`src/rtl/rf_wb_arbiter.sv`:
```
// Write-back arbiter for the register file: round-robin req0/req1 onto the single write port, plus a pending-write scoreboard.
// Latency: grant in cycle N, rf_wen/rf_waddr/rf_wdata registered in N+1, busy clears for N+2 (N+1 with bypass).
// Backpressure: reqN_ready is the combinational grant (0 in reset); issue_ready drops while the destination is still pending.
// Optional feature: define RF_WB_BYPASS_EN to forward the in-flight write-back to the hazard queries and to issue.
module rf_wb_arbiter #(
   parameter int DATA_WIDTH = 32,
   parameter int ADDR_WIDTH = 5
) (
   input  logic                  clk,
   input  logic                  resetn,
   input  logic                  issue_valid,
   input  logic [ADDR_WIDTH-1:0] issue_addr,
   output logic                  issue_ready,
   input  logic                  req0_valid,
   input  logic [ADDR_WIDTH-1:0] req0_addr,
   input  logic [DATA_WIDTH-1:0] req0_data,
   output logic                  req0_ready,
   input  logic                  req1_valid,
   input  logic [ADDR_WIDTH-1:0] req1_addr,
   input  logic [DATA_WIDTH-1:0] req1_data,
   output logic                  req1_ready,
   output logic                  rf_wen,
   output logic [ADDR_WIDTH-1:0] rf_waddr,
   output logic [DATA_WIDTH-1:0] rf_wdata,
   input  logic [ADDR_WIDTH-1:0] qaddr1,
   input  logic [ADDR_WIDTH-1:0] qaddr2,
   output logic                  busy1,
   output logic                  busy2,
   output logic                  fwd1_valid,
   output logic                  fwd2_valid,
   output logic [DATA_WIDTH-1:0] fwd1_data,
   output logic [DATA_WIDTH-1:0] fwd2_data
);

   localparam int NREG = 1 << ADDR_WIDTH;

   // Round-robin pointer: which requester won the most recent grant.
   typedef enum logic {LAST_REQ0 = 1'b0, LAST_REQ1 = 1'b1} last_t;

   last_t                 last_q, last_d;
   logic [NREG-1:0]       busy_vec, busy_nxt;
   logic                  grant0, grant1, any_grant;
   logic [ADDR_WIDTH-1:0] gnt_addr;
   logic [DATA_WIDTH-1:0] gnt_data;
   logic                  issue_fire;
   logic                  issue_wb_hit, q1_hit, q2_hit;

`ifdef RF_WB_BYPASS_EN
   // The register being written this cycle is effectively no longer pending.
   assign issue_wb_hit = rf_wen && (issue_addr == rf_waddr);
   assign q1_hit       = rf_wen && (rf_waddr == qaddr1) && (qaddr1 != '0);
   assign q2_hit       = rf_wen && (rf_waddr == qaddr2) && (qaddr2 != '0);
`else
   assign issue_wb_hit = 1'b0;
   assign q1_hit       = 1'b0;
   assign q2_hit       = 1'b0;
`endif

   // Arbitration: single grant per cycle, tie goes to the requester not granted last.
   always_comb begin
      grant0 = 1'b0;
      grant1 = 1'b0;
      last_d = last_q;
      if (resetn) begin
         if (req0_valid && req1_valid) begin
            if (last_q == LAST_REQ1) grant0 = 1'b1;
            else                     grant1 = 1'b1;
         end else if (req0_valid) begin
            grant0 = 1'b1;
         end else if (req1_valid) begin
            grant1 = 1'b1;
         end
      end
      if (grant0) last_d = LAST_REQ0;
      if (grant1) last_d = LAST_REQ1;
   end

   assign any_grant  = grant0 || grant1;
   assign gnt_addr   = grant1 ? req1_addr : req0_addr;
   assign gnt_data   = grant1 ? req1_data : req0_data;
   assign req0_ready = grant0;
   assign req1_ready = grant1;

   assign issue_ready = resetn && ((issue_addr == '0) || !busy_vec[issue_addr] || issue_wb_hit);
   assign issue_fire  = issue_valid && issue_ready && (issue_addr != '0);

   // Scoreboard update: clear on the write edge, then set from issue so set wins on a collision.
   always_comb begin
      busy_nxt = busy_vec;
      if (rf_wen)     busy_nxt[rf_waddr]   = 1'b0;
      if (issue_fire) busy_nxt[issue_addr] = 1'b1;
      busy_nxt[0] = 1'b0;
   end

   assign busy1      = (qaddr1 != '0) && busy_vec[qaddr1] && !q1_hit;
   assign busy2      = (qaddr2 != '0) && busy_vec[qaddr2] && !q2_hit;
   assign fwd1_valid = q1_hit;
   assign fwd2_valid = q2_hit;
   assign fwd1_data  = q1_hit ? rf_wdata : '0;
   assign fwd2_data  = q2_hit ? rf_wdata : '0;

   // State and write-port register; address/data hold when nothing is granted.
   always_ff @(posedge clk) begin
      if (!resetn) begin
         busy_vec <= '0;
         last_q   <= LAST_REQ1;
         rf_wen   <= 1'b0;
         rf_waddr <= '0;
         rf_wdata <= '0;
      end else begin
         busy_vec <= busy_nxt;
         last_q   <= last_d;
         rf_wen   <= any_grant && (gnt_addr != '0);
         if (any_grant) begin
            rf_waddr <= gnt_addr;
            rf_wdata <= gnt_data;
         end
      end
   end

endmodule

```
`config.mk`:
```
export PLATFORM = sky130hd
export DESIGN_NAME = rf_wb_arbiter
export DESIGN_NICKNAME = d
export VERILOG_FILES = /design/src/rtl/rf_wb_arbiter.sv
export SDC_FILE = /design/constraint.sdc
export NUM_CORES = 1
export LEC_CHECK = 0
export ABC_AREA = 1
export BUFFER_PORTS_ARGS = -buffer_cell sky130_fd_sc_hd__buf_4
export CORE_UTILIZATION = 49
export DETAILED_ROUTE_END_ITERATION = 8
export GPL_TIMING_DRIVEN = 0
export MAX_ROUTING_LAYER = met4
export PLACE_DENSITY = 0.82
export SYNTH_ARGS = -nofsm -noshare
export SYNTH_HDL_FRONTEND = slang
export SYNTH_SLANG_ARGS = --single-unit
```
`constraint.sdc`:
```
create_clock -name clk -period 2.17 [get_ports clk]
set_input_delay 0.3255 -clock clk [delete_from_list [all_inputs] [get_ports clk]]
set_output_delay 0.3255 -clock clk [all_outputs]
set_load 0.05 [all_outputs]
```
; ---- Word level (Yosys, flattened, before mapping)
; Index checks and enable logic that the tools add are counted.
[op_classes]
add_sub_neg = 0
mul = 0
div_mod_pow = 0
n_lt_le_gt_ge = 6
n_eq_ne = 0
n_shift = 0
muxes = 23
n_bitwise = 4
n_reduce_logical = 18
[ops]
columns = op, n
row1 = $mux 32, 3
row2 = $and 32x32->32, 1
row3 = $not 32->32, 1
row4 = $or 32x32->32, 1
row5 = $lt 5x6->1 const B, 4
row6 = $reduce_bool 5->1, 4
row7 = $bmux 1 s5, 3
row8 = $mux 1, 14
row9 = $demux 1 s5, 2
row10 = $ge 5x1->1 const B, 2
row11 = $logic_and 1x1->1, 9
row12 = $logic_not 5->1, 1
row13 = $mux 5, 1
row14 = $logic_or 1x1->1, 2
row15 = $reduce_or 2->1, 1
row16 = $logic_not 1->1, 1
row17 = $not 1->1, 1
[totals]
reg_bits = 71
latchBits = 0
mem_bits_rw = 0
romBits = 0
out_inout_bits = 109
memories = 0

; ---- Depth between registers and ports, before layout
[depth]
ltp_word = 9
mapped_depth = 15
depth_no_buf = 12

; ---- Worst setup path before layout
; Ideal clock, no wire load.
[synth_path]
path_kind = input-to-output
from = input qaddr1[0]
to = output busy1
t_arrival_ns = 1.890
t_required_ns = 1.845
slack_ns = -0.045
cell_stages = 8
n_path_buf = 2
path_cell_list = clkbuf_1 -> inv_1 -> clkbuf_1 -> a21oi_1 -> o21ai_0 -> o211ai_1 -> a31oi_1 -> nor2_1
[synth_between]
elab_chain_len = 3
[synth_rtl]
columns = item, line
row1 = from (decl), 25  ; input logic [ADDR_WIDTH-1:0] qaddr1,
row2 = $bmux 1 s5, 95  ; assign busy1 = (qaddr1 != '0) && busy_vec[qaddr1] && !q1_hit;
row3 = $mux 1 (not written as such), 95
row4 = $logic_and 1x1->1 (*), 95
row5 = to (decl), 27  ; output logic busy1,
; Mark *: on every way between the ends. The rest lies on a longest branch, timed or not. The select of a mux whose other input is x is not followed.

; ---- Worst setup path in the final report
[layout_path]
from = register busy_vec[16]
to = output issue_ready
[layout_between]
elab_chain_len = 5
[layout_rtl]
columns = item, line
row1 = from (decl), 41  ; logic [NREG-1:0] busy_vec, busy_nxt;
row2 = from (signal assigned), 111  ; busy_vec <= busy_nxt;
row3 = $bmux 1 s5, 84  ; assign issue_ready = resetn && ((issue_addr == '0) || !busy_vec[issue_addr] || issue_wb_hit);
row4 = $mux 1 (not written as such), 84
row5 = $logic_not 1->1, 84
row6 = $logic_or 1x1->1, 84
row7 = $logic_and 1x1->1, 84
row8 = to (decl), 13  ; output logic issue_ready,
; Every way passes these cells. The select of a mux whose other input is x is not followed.

==> flow_summary.json <==
{
  "synth_compound_area_frac": 0.2124,
  "synthAdderAreaFrac": 0,
  "period_needed_ns": 2.063,
  "finalCritPeriodShare": 0.9506,
  "ioPinCount": 203,
  "hpwl_microns": 11390,
  "first_global_vias": 4806,
  "synth.avg_cell_area_sq_um": 6.759,
  "wirelength_microns": 14320,
  "clock_skew_ns": 0.007201,
  "yosysMostFrequentCell": "nand2_1",
  "critPathTopFamily": "simple AND/OR/NAND/NOR gates",
  "synthFlopType": "dfxtp_1",
  "antenna_found_initial": 0,
  "slowest_stage": "dfxtp_1",
  "required_ns": 1.84,
  "reg2reg_to": "rf_wen",
  "cts_buffer_depth": 2,
  "status": "finished clean",
  "critPathBufInv": 2,
  "synth_top_area_cell": "dfxtp_1",
  "fillers": 865,
  "min_to": "last_q",
  "power.density_mw_per_mm2": 570.3,
  "port_buffers": 132,
  "timing.rr.start": "last_q",
  "vias": 5242,
  "synthTopCellsByCount": "nand2_1 (205), dfxtp_1 (70), buf_4 (69)",
  "path_cells": "nand2_1 -> nand2_1 -> nand2_1 -> nand2_1 -> nand2_1 -> nand2_1 -> nor2_2 -> nand2_2 -> nor2_8 -> buf_12 -> buf_12",
  "fp-row-count": 35,
  "die_h_microns": 100.7,
  "ir_worst_vdd_mv": 0.3522,
  "wl_per_cell_microns": 13.67,
  "path_clk_slew_ns": 0.08,
  "hold_violations": 0,
  "syn_inst": 706,
  "yosysWarnings": 0,
  "reg2reg_depth": 8,
  "drv_cap": 0,
  "clock-sinks": 70,
  "dieArea_sq_mm": 0.01014,
  "drive_gt1_frac": 0.3257,
  "fmax_mhz": 484.8,
  "core_area_sq_mm": 0.009328,
  "clk_latency_ns": 0.35,
  "synth_top_cell_area_share": 0.2937,
  "first_iter_violations": 349,
  "cts-buffers-inserted": 9,
  "post-place-ws_ns": -0.07363,
  "die_w_microns": 100.7,
  "vias_per_cell": 5.007,
  "fin_total_pwr_w": 0.003640,
  "ys_ff_latch": 70,
  "hold_depth": 3,
  "cts_hold_buf": 0,
  "syn2layout_area_growth_pct": 33.74,
  "timing.final.max_slew_violations": 0,
  "tightest_slew_ns": 0.6674,
  "synth-edff-count": 0,
  "slew_headroom": 0.5551,
  "routabilityCongestion": 0.9384,
  "synth_xor_area_frac": 0,
  "cp_data_arrival_time_ns": 1.74,
  "fin_ws_ns": 0.1072,
  "synth_top_family_by_area": "simple AND/OR/NAND/NOR gates",
  "nNetsFinal": 1008,
  "rsz0062_at_grt": "false",
  "grt_overflow": 0,
  "cp-end-kind": "primary output",
  "synth-seq-area-share": 0.2937,
  "worst_hold_path_type": "input pin to register",
  "grt_max_degree": 12,
  "slowest_delay_ns": 0.37,
  "drc_errors": 0,
  "grt_first_pass_wirelength_microns": 22850,
  "num_antenna_cells": 0,
  "synthTopCellsByArea": "dfxtp_1 (29%), nand2_1 (16%), buf_4 (11%), o21ai_0 (7.1%), nand3_2 (6.1%)",
  "htreeDepth": 3,
  "tritoncts": "done",
  "grt_usage": 0.2957,
  "start_util": 0.5116,
  "setup_viol": 0,
  "crit_type": "register to primary output",
  "ant_nets": 0,
  "async_flop_share": 0,
  "synth_mux_area_frac": 0,
  "first_pass_iters": 5,
  "yosys.area_share.simple": 0.3083,
  "min-delay-start": "req1_valid",
  "crit_path_start_kind": "register",
  "p_leak_nw": 2.876,
  "cp_common_cell": "nand2_1",
  "cts-root-buf": "clkbuf_8",
  "netlist-cell-type-count": 29,
  "syn-cell-area_sq_mm": 0.004772,
  "r2r_slack_ns": 0.46,
  "crit_fanout": 10
}
[cells in the final DEF, fill, tap and decap left out, types with 4 or more instances in the layout]
master    count
a31oi_1      35
buf_12        4
nor2_1       46
o211ai_1      4
conb_1       66
nor2_2        4
nand3_1      25
clkbuf_1     17
nor3_1        8
o21ai_0      68
buf_4       201
a21oi_1      27
a21oi_2      29
clkbuf_2      4
dfxtp_1      68
inv_1        44
nand3_2      29
clkbuf_8     10
nand2_1     205
[flip-flops by register name, summed over array words and instances (netlist names)]
| register | flops |
|---|---|
| rf_wen | 1 |
| last_q | 1 |
| rf_wdata | 32 |
| rf_waddr | 5 |
| busy_vec | 31 |
[area by class of cell]
cell class / instances / area [sq um] / area share
timing repair buffer: 133 / 1011 / 0.1584
multi-input combinational: 556 / 2735 / 0.4285
buffer: 98 / 706.9 / 0.1108
sequential: 70 / 1404 / 0.2200
clock buffer: 11 / 141.4 / 0.02215
tap: 129 / 161.4 / 0.02529
inverter: 46 / 175.2 / 0.02745
clock inverter: 4 / 47.55 / 0.007450
[worst reg2reg max path, cell delays in order (launching register included)]
cell     delay [ns]
dfxtp_1        0.36
nand2_1        0.08
nand3_1        0.20
inv_1          0.08
buf_2          0.24
nand2_1        0.10
nand2_1        0.08
nor4_1         0.33
a31oi_1        0.12
[routing by layer]
layer / vias up / global-route usage / routed length, microns
met5: - / - / 0
li1: 2618 / - / -
met1: 2328 / 0.3302 / 5471
met3: 49 / 0.05340 / 1171
met2: 247 / 0.5205 / 7158
met4: 0 / 0.1193 / 515
[cells by family after synthesis]
logic type | count (synthesis)
AND/OR/NAND/NOR | 323
AO/OA/AOI/OAI | 167
buffers and inverters | 145
flip-flops | 70
other | 1
[how the worst max path moves through the flow]
stage	slack, ns	cells past startpoint	from	to
2_1_floorplan	0.17	8	qaddr1[0]	busy1
6_report	0.11	11	busy_vec[16]	issue_ready
3_3_place_gp	-0.08	9	qaddr1[0]	busy1
5_1_grt	0.0004	11	busy_vec[6]	issue_ready
4_1_cts	0.04	11	busy_vec[18]	issue_ready
3_5_place_dp	-0.07	8	qaddr1[0]	busy1
[per-stage QoR]
stage          cells  setup TNS [ns]  hold slack (ns)  cell area (sq um)  utilization
6_report        1047               0           0.2298               6382       0.6842
5_1_grt         1047               0           0.2402               6382       0.6842
4_1_cts         1048               0           0.2282               6370       0.6829
3_5_place_dp    1032        -0.07363           0.4687               6171       0.6616
3_3_place_gp    1032        -0.08481           0.4672               6171       0.6616
2_1_floorplan    771               0           0.4503               5019            -
[where the power goes]
group	switching, W	leakage [nW]	internal (W)
Clock	0.000508	0.0952	0.000553
Sequential	0.0000414	0.572	0.00134
Combinational	0.000815	2.21	0.000382
[timing repair]
item,in CTS,in global routing
pin swaps,1,0
setup endpoints to repair,2,4
resized for setup,2,9
buffers inserted,1,0
hold endpoints to repair,0,0
(Power assumes the default switching activity.)
